<file path="src/rtl/tlul_byte_host_pkg.sv">
// Frame/response byte constants and FSM state encoding for tlul_byte_host.
package tlul_byte_host_pkg;

  localparam logic [7:0] CmdWrite = 8'h57;
  localparam logic [7:0] CmdRead  = 8'h52;
  localparam logic [7:0] RspAck   = 8'h06;
  localparam logic [7:0] RspNak   = 8'h15;

  typedef enum logic [2:0] {
    StIdle,
    StAddr,
    StData,
    StReq,
    StRsp,
    StTx
  } state_e;

endpackage

</file>
<file path="src/rtl/tlul_pkg.sv">
// TL-UL channel types: A/D structs, A opcodes and the default A-channel user field.
package tlul_pkg;

  localparam logic [2:0] PutFullData = 3'h0;
  localparam logic [2:0] Get         = 3'h4;
  localparam logic [3:0] MuBi4False  = 4'h9;

  typedef struct packed {
    logic [4:0] rsvd;
    logic [3:0] instr_type;
    logic [6:0] cmd_intg;
    logic [6:0] data_intg;
  } tl_a_user_t;

  typedef struct packed {
    logic [6:0] rsp_intg;
    logic [6:0] data_intg;
  } tl_d_user_t;

  localparam tl_a_user_t TL_A_USER_DEFAULT = '{
    rsvd:       5'h0,
    instr_type: MuBi4False,
    cmd_intg:   7'h0,
    data_intg:  7'h0
  };

  typedef struct packed {
    logic        a_valid;
    logic [2:0]  a_opcode;
    logic [2:0]  a_param;
    logic [1:0]  a_size;
    logic [7:0]  a_source;
    logic [31:0] a_address;
    logic [3:0]  a_mask;
    logic [31:0] a_data;
    tl_a_user_t  a_user;
    logic        d_ready;
  } tl_h2d_t;

  typedef struct packed {
    logic        d_valid;
    logic [2:0]  d_opcode;
    logic [2:0]  d_param;
    logic [1:0]  d_size;
    logic [7:0]  d_source;
    logic        d_sink;
    logic [31:0] d_data;
    tl_d_user_t  d_user;
    logic        d_error;
    logic        a_ready;
  } tl_d2h_t;

endpackage

</file>
<file path="src/rtl/tlul_cmd_intg_gen.sv">
// A-channel integrity generator: passes the request through and fills a_user cmd/data check bits.
module tlul_cmd_intg_gen
  import tlul_pkg::*;
(
  input  tl_h2d_t tl_i,
  output tl_h2d_t tl_o
);

  // Folds a 63-bit vector into 7 check bits.
  function automatic logic [6:0] fold7(input logic [62:0] v);
    logic [6:0] r;
    r = '0;
    for (int i = 0; i < 63; i += 7) r = r ^ v[i +: 7];
    return r;
  endfunction

  always_comb begin
    tl_o = tl_i;
    tl_o.a_user.cmd_intg  = fold7(63'({tl_i.a_user.instr_type, tl_i.a_address,
                                       tl_i.a_opcode, tl_i.a_mask}));
    tl_o.a_user.data_intg = fold7(63'(tl_i.a_data));
  end

endmodule

</file>
<file path="src/rtl/tlul_byte_host.sv">
// Byte-link TL-UL host: parses 'W'/'R' frames, issues one TL-UL access, returns ACK/NAK/data.
// Define TLUL_BYTE_HOST_TIMEOUT_EN to abandon partial frames after TimeoutCycles idle cycles.
module tlul_byte_host
  import tlul_byte_host_pkg::*;
#(
  parameter int unsigned SourceId      = 0,
  parameter int unsigned TimeoutCycles = 125_000
) (
  input  logic              clk_i,
  input  logic              rst_ni,
  input  logic [7:0]        rx_byte_i,
  input  logic              rx_valid_i,
  output logic [7:0]        tx_byte_o,
  output logic              tx_valid_o,
  input  logic              tx_ready_i,
  output tlul_pkg::tl_h2d_t tl_o,
  input  tlul_pkg::tl_d2h_t tl_i,
  output logic              busy_o,
  output logic              overrun_o
);

  state_e            state_q, state_d;
  logic [1:0]        cnt_q, cnt_d, tx_cnt_q, tx_cnt_d;
  logic              is_write_q, is_write_d, overrun_q, overrun_d;
  logic [31:0]       addr_q, addr_d, data_q, data_d, rsp_q, rsp_d;
  logic              timeout;
  tlul_pkg::tl_h2d_t tl_pre;
  logic              unused_d;

`ifdef TLUL_BYTE_HOST_TIMEOUT_EN
  logic [31:0] to_q;

  always_ff @(posedge clk_i or negedge rst_ni) begin
    if (!rst_ni) begin
      to_q <= '0;
    end else if ((state_q == StAddr || state_q == StData) && !rx_valid_i) begin
      to_q <= to_q + 32'd1;
    end else begin
      to_q <= '0;
    end
  end

  assign timeout = (to_q == 32'(TimeoutCycles - 1));
`else
  logic [31:0] unused_timeout_cycles;
  assign unused_timeout_cycles = TimeoutCycles;
  assign timeout = 1'b0;
`endif

  always_comb begin
    state_d    = state_q;
    cnt_d      = cnt_q;
    tx_cnt_d   = tx_cnt_q;
    is_write_d = is_write_q;
    overrun_d  = overrun_q;
    addr_d     = addr_q;
    data_d     = data_q;
    rsp_d      = rsp_q;
    if (rx_valid_i && (state_q == StReq || state_q == StRsp || state_q == StTx)) begin
      overrun_d = 1'b1;
    end
    unique case (state_q)
      StIdle: begin
        if (rx_valid_i) begin
          cnt_d = 2'd0;
          if (rx_byte_i == CmdWrite || rx_byte_i == CmdRead) begin
            is_write_d = (rx_byte_i == CmdWrite);
            state_d    = StAddr;
          end else begin
            rsp_d    = {24'h0, RspNak};
            tx_cnt_d = 2'd0;
            state_d  = StTx;
          end
        end
      end
      StAddr: begin
        if (rx_valid_i) begin
          addr_d[8*cnt_q +: 8] = rx_byte_i;
          cnt_d = cnt_q + 2'd1;
          if (cnt_q == 2'd3) begin
            if (is_write_q) begin
              state_d = StData;
            end else if (addr_q[1:0] != 2'b00) begin
              rsp_d    = {24'h0, RspNak};
              tx_cnt_d = 2'd0;
              state_d  = StTx;
            end else begin
              state_d = StReq;
            end
          end
        end
      end
      StData: begin
        if (rx_valid_i) begin
          data_d[8*cnt_q +: 8] = rx_byte_i;
          cnt_d = cnt_q + 2'd1;
          if (cnt_q == 2'd3) begin
            if (addr_q[1:0] != 2'b00) begin
              rsp_d    = {24'h0, RspNak};
              tx_cnt_d = 2'd0;
              state_d  = StTx;
            end else begin
              state_d = StReq;
            end
          end
        end
      end
      StReq: begin
        if (tl_i.a_ready) state_d = StRsp;
      end
      StRsp: begin
        if (tl_i.d_valid) begin
          state_d = StTx;
          if (tl_i.d_error) begin
            rsp_d    = {24'h0, RspNak};
            tx_cnt_d = 2'd0;
          end else if (is_write_q) begin
            rsp_d    = {24'h0, RspAck};
            tx_cnt_d = 2'd0;
          end else begin
            rsp_d    = tl_i.d_data;
            tx_cnt_d = 2'd3;
          end
        end
      end
      StTx: begin
        if (tx_ready_i) begin
          if (tx_cnt_q == 2'd0) begin
            state_d = StIdle;
          end else begin
            rsp_d    = rsp_q >> 8;
            tx_cnt_d = tx_cnt_q - 2'd1;
          end
        end
      end
      default: state_d = StIdle;
    endcase
    // Silent abandon of a stalled partial frame; a byte arriving this cycle still wins.
    if (timeout && !rx_valid_i) state_d = StIdle;
  end

  always_ff @(posedge clk_i or negedge rst_ni) begin
    if (!rst_ni) begin
      state_q    <= StIdle;
      cnt_q      <= '0;
      tx_cnt_q   <= '0;
      is_write_q <= 1'b0;
      overrun_q  <= 1'b0;
      addr_q     <= '0;
      data_q     <= '0;
      rsp_q      <= '0;
    end else begin
      state_q    <= state_d;
      cnt_q      <= cnt_d;
      tx_cnt_q   <= tx_cnt_d;
      is_write_q <= is_write_d;
      overrun_q  <= overrun_d;
      addr_q     <= addr_d;
      data_q     <= data_d;
      rsp_q      <= rsp_d;
    end
  end

  // Payload is zero outside REQ so idle/reset A-channel fields read as defaults.
  always_comb begin
    tl_pre         = '0;
    tl_pre.a_user  = tlul_pkg::TL_A_USER_DEFAULT;
    tl_pre.d_ready = 1'b1;
    if (state_q == StReq) begin
      tl_pre.a_valid   = 1'b1;
      tl_pre.a_opcode  = is_write_q ? tlul_pkg::PutFullData : tlul_pkg::Get;
      tl_pre.a_size    = 2'd2;
      tl_pre.a_source  = 8'(SourceId);
      tl_pre.a_address = addr_q;
      tl_pre.a_mask    = 4'hF;
      tl_pre.a_data    = is_write_q ? data_q : 32'h0;
    end
  end

  tlul_cmd_intg_gen u_cmd_intg_gen (
    .tl_i (tl_pre),
    .tl_o (tl_o)
  );

  assign tx_valid_o = (state_q == StTx);
  assign tx_byte_o  = (state_q == StTx) ? rsp_q[7:0] : 8'h00;
  assign busy_o     = (state_q != StIdle);
  assign overrun_o  = overrun_q;

  assign unused_d = ^{tl_i.d_opcode, tl_i.d_param, tl_i.d_size, tl_i.d_source, tl_i.d_sink,
                      tl_i.d_user};

endmodule

</file>
<file path="config.mk">
export PLATFORM = sky130hd
export DESIGN_NAME = tlul_byte_host
export DESIGN_NICKNAME = d
export VERILOG_FILES = /design/src/rtl/tlul_byte_host_pkg.sv /design/src/rtl/tlul_pkg.sv /design/src/rtl/tlul_cmd_intg_gen.sv /design/src/rtl/tlul_byte_host.sv
export SDC_FILE = /design/constraint.sdc
export NUM_CORES = 1
export LEC_CHECK = 0
export BUFFER_PORTS_ARGS = -buffer_cell sky130_fd_sc_hd__buf_2
export CAP_MARGIN = 10
export CORE_ASPECT_RATIO = 1.4
export CORE_MARGIN = 10
export CORE_UTILIZATION = 38
export CTS_CLUSTER_DIAMETER = 50
export DETAILED_ROUTE_END_ITERATION = 8
export PLACE_DENSITY_LB_ADDON = 0.2
export RECOVER_POWER = 25
export SLEW_MARGIN = 20
export SYNTH_ARGS = -nofsm -noshare
export SYNTH_HDL_FRONTEND = slang
export SYNTH_HIERARCHICAL = 1
export SYNTH_SLANG_ARGS = --single-unit
</file>
<file path="constraint.sdc">
create_clock -name clk_i -period 4.63 [get_ports clk_i]
set_input_delay 0.2315 -clock clk_i [delete_from_list [all_inputs] [get_ports clk_i]]
set_output_delay 0.2315 -clock clk_i [all_outputs]
set_load 0.02 [all_outputs]
</file>
==> impl_table.tex <==
\begin{tabular}{lr}
\hline
Metric & Value \\
\hline
\multicolumn{2}{l}{\textbf{Layout}} \\
Share of layout cells above drive strength 1 & 25.94\% \\
Antenna cells & 0 \\
Design area & 7142 um\^{}2 \\
Area grow syn2layout & 8.414\% \\
Final layout net count & 828 \\
\multicolumn{2}{l}{\textbf{Placed design}} \\
Cell area after placement & 6843 um\^{}2 \\
Final HPWL from detailed placement & 13530 um \\
Count of buffers inserted at the top-level ports & 142 \\
Final weighted congestion of routability-driven global placement & 0.8753 \\
\multicolumn{2}{l}{\textbf{Power}} \\
Comb pwr share & 41.7\% \\
Switching portion of total power & 40.16\% \\
Sequential cell fraction of total power & 37.4\% \\
Power after layout & 0.003713 W \\
Internal power summed over all cells & 0.002222 W \\
Switching power total & 0.001491 W \\
Pwr dens & 519.9 nW/um\^{}2 \\
Worst ir drop on vdd & 0.2336 mV \\
Clk network pwr share & 20.8\% \\
LEAKAGE & 3.702 nW \\
\multicolumn{2}{l}{\textbf{Synthesis}} \\
Compound-Gate Fraction of Synth Area & 9.801\% \\
Synthesized-area fraction occupied by xor and xnor cells & 9.155\% \\
Post-Synth Adder-Cell Area & 1.330\% \\
Async SR Flop Fraction & 100.0\% \\
Most common cell in the synthesized netlist & sky130\_fd\_sc\_hd\_\_nand2\_1 \\
Commonest cells in the synthesized netlist & 119 x sky130\_fd\_sc\_hd\_\_nand2\_1, 105 x sky130\_fd\_sc\_hd\_\_dfrtp\_1, 97 x sky130\_fd\_sc\_hd\_\_buf\_4 \\
Multiplexer share of the synthesized area & 7.483\% \\
Netlist area before placement & 6588 um\^{}2 \\
Number of flops mapped to enable cells by yosys & 0 \\
Number of storage elements in the synthesis netlist & 105 \\
Mean cell area of the mapped netlist & 9.589 um\^{}2 \\
Seq/Total Area, Yosys & 39.89\% \\
Main combinational cell family by area after synthesis & simple AND/OR/NAND/NOR gates \\
Main flop type after synthesis & sky130\_fd\_sc\_hd\_\_dfrtp\_1 \\
Warnings, synthesis & 6 \\
Fraction of the mapped netlist area in simple logic gates & 17.91\% \\
Proportion of netlist area held by the largest area contributor & 39.89\% \\
Number of distinct standard cells referenced by the synthesized netlist & 46 \\
Cells taking the most area after synthesis & sky130\_fd\_sc\_hd\_\_dfrtp\_1 40\%, sky130\_fd\_sc\_hd\_\_buf\_4 11\%, sky130\_fd\_sc\_hd\_\_nand2\_1 6.8\% \\
Cell type with the highest aggregate area in the netlist & sky130\_fd\_sc\_hd\_\_dfrtp\_1 \\
Post-synthesis cell count & 687 \\
\multicolumn{2}{l}{\textbf{STA}} \\
Post-Route Hold Slack & 110.7 ps \\
Top achievable clock speed & 295.4 MHz \\
Min Clock Period, post-route & 3386 ps \\
RSZ-0062 raised after global routing & false \\
Setup violations, final & 0 \\
Setup TNS & 0 ps \\
Slew HR & -74.26\% \\
Max-slew violations & 48 \\
Final clock skew & 7.337 ps \\
Transition at the pin with the smallest max-transition slack & 2614 ps \\
Final period utilization & 73.13\% \\
Endpoints failing hold & 0 \\
\multicolumn{2}{l}{\textbf{Floorplanning}} \\
Initial core utilization & 39.01\% \\
Die extent in x & 131.3 um \\
Vert. Die Dim & 175.8 um \\
Top-Level Pins & 198 \\
Number of core rows & 56 \\
Die area & 23080 um\^{}2 \\
Standard cell core area & 16890 um\^{}2 \\
\multicolumn{2}{l}{\textbf{Global routing}} \\
First-pass GRT wire length & 27240 um \\
Global-route congestion overflow total & 0 \\
Initial antenna violation count & 0 \\
Largest net degree at the start of global routing & 60 \\
Number of global-route vias before repair & 4934 \\
Total global routing track utilization & 14.82\% \\
\multicolumn{2}{l}{\textbf{Clock tree}} \\
Count of clock tree sinks & 105 \\
TritonCTS Buffers & 9 \\
CTS H-Tree Depth & 3 \\
Clock latency at the later pin of the worst-skew pair & 350 ps \\
Clock-pin slew on the worst setup and hold paths & 70 ps \\
Number of buffers on the longest clock path & 2 \\
CTS Root Cell & sky130\_fd\_sc\_hd\_\_clkbuf\_16 \\
CTS tree & yes \\
\multicolumn{2}{l}{\textbf{Setup path}} \\
CP max FO & 58 \\
Critical path launch point type & flip-flop \\
Critical path arrival & 3150 ps \\
Slowest cell delay on critical path & 730 ps \\
Start of the worst register-to-register path & is\_write\_q \\
Number of cells traversed by the worst register-to-register path & 5 \\
Setup slack of the most critical reg-to-reg path & 1930 ps \\
Worst R2R End & rsp\_q[15] \\
Critical path class & flip-flop to output pin \\
Critical path capture point type & output pin \\
Worst path slowest cell & sky130\_fd\_sc\_hd\_\_dfrtp\_1 \\
Cells along the critical path & nand2\_1, nor2\_4, buf\_4, and2\_1, xnor3\_1, xnor3\_1, buf\_2 \\
Critical Path RT & 4400 ps \\
Most frequent CP cell & sky130\_fd\_sc\_hd\_\_xnor3\_1 \\
Buffers plus inverters on the worst setup path & 2 \\
Top delay family on crit path & simple AND/OR/NAND/NOR gates \\
\multicolumn{2}{l}{\textbf{Routing}} \\
Post-detailed-routing wire length & 17230 um \\
Number of nets with antenna violations after routing & 0 \\
1st-pass router iterations & 5 \\
Drt drc & 0 \\
Via count & 4628 \\
Vias per Instance & 4.722 \\
Final routed wire length divided by cell count & 17.58 um \\
DRT iter0 DRCs & 282 \\
\multicolumn{2}{l}{\textbf{Worst hold path}} \\
Hold wc startpoint & tl\_i[45] \\
Hold path endpoint & rsp\_q[29] \\
Class of the tightest hold or removal check & primary input to flip-flop \\
Instance count along the most critical hold path & 3 \\
\multicolumn{2}{l}{\textbf{Job}} \\
Max-capacitance violation count & 1 \\
\multicolumn{2}{l}{\textbf{Run status}} \\
Outcome & complete, but fails checks \\
Violated checks & capacitance limit, slew limit \\
\hline
\end{tabular}
==> final cells by class <==
cell class / count / area (um^2)
multi-input combinational: 465 / 3129
clock inverter: 7 / 68.82
tap: 232 / 290.3
inverter: 16 / 60.06
fill: 1727 / 9744
clock buffer: 9 / 225.2
timing repair buffer: 146 / 740.7
sequential: 105 / 2628
==> through the flow <==
| stage | instances | setup slack (ps) | utilization, % |
|---|---|---|---|
| finish | 980 | 1244 | 42.29 |
| detailed placement | 963 | 1633 | 40.52 |
| global placement | 963 | 1693 | 40.52 |
| CTS | 980 | 1222 | 42.32 |
| floorplan | 715 | 2114 | - |
| global route | 980 | 953.1 | 42.29 |
==> flip-flops by register name, indices dropped and copies added (netlist names) <==
signal,flops
rsp_q,32
data_q,32
overrun_o,1
is_write_q,1
state_q,3
cnt_q,2
tx_cnt_q,2
addr_q,32
==> worst min-delay path, cell delays in order <==
cell                      delay (ps)
sky130_fd_sc_hd__buf_2            90
sky130_fd_sc_hd__nand2_1          40
sky130_fd_sc_hd__mux2i_1          60
==> power groups by stage <==
stage / Combinational, W / Clock, W / Sequential (W)
3_5_place_dp: 0.00156 / 0 / 0.00141
2_1_floorplan: 0.00135 / 0 / 0.00128
3_3_place_gp: 0.00153 / 0 / 0.00139
5_1_grt: 0.00172 / 0.000825 / 0.00143
4_1_cts: 0.00157 / 0.000789 / 0.00139
6_report: 0.00155 / 0.000773 / 0.00139
==> repair_timing <==
action / CTS / global route
endpoints found under the hold margin: 46 / 0
buffers inserted: 0 / 0
hold buffers: 1 / 0
gates resized for setup: 0 / 0
==> how the worst max path moves through the flow <==
stage,endpoint,cells past startpoint,from
after global routing,state_q[0],3,rst_ni
after global placement,tl_o[8],7,state_q[0]
after detailed placement,tl_o[8],7,state_q[0]
after CTS,tl_o[8],7,state_q[0]
final,tl_o[8],7,state_q[0]
after floorplan,tl_o[8],9,state_q[0]
==> cells in the final DEF, fill, tap and decap left out, drive strengths merged, types with 8 or more instances in the layout <==
master    n
buf     143
and2     32
mux2     27
nor2     11
a22o     20
xor2      8
xnor3    12
inv      17
clkbuf   11
and3     40
dfrtp   105
mux2i    11
o21ai    68
nand2   119
xnor2    30
conb     30
==> metal layers <==
metal	vias up	GRT usage, %	routed length (um)
met3	21	3.484	996
met5	-	0	0
met2	140	26.73	9082
met1	2183	16.32	6755
li1	2284	-	-
met4	0	6.134	393
==> logic make-up (layout without fill, tap and decap cells) <==
group | count (synthesis) | after routing
AO/OA/AOI/OAI | 106 | 106
flip-flops | 105 | 105
XOR/XNOR | 50 | 50
other | 2 | 30
adder cells (fa/ha/maj) | 7 | 7
AND/OR/NAND/NOR | 234 | 234
buffers and inverters | 145 | 178
multiplexers | 38 | 38
Note: power is estimated with default switching activity, not from simulation.
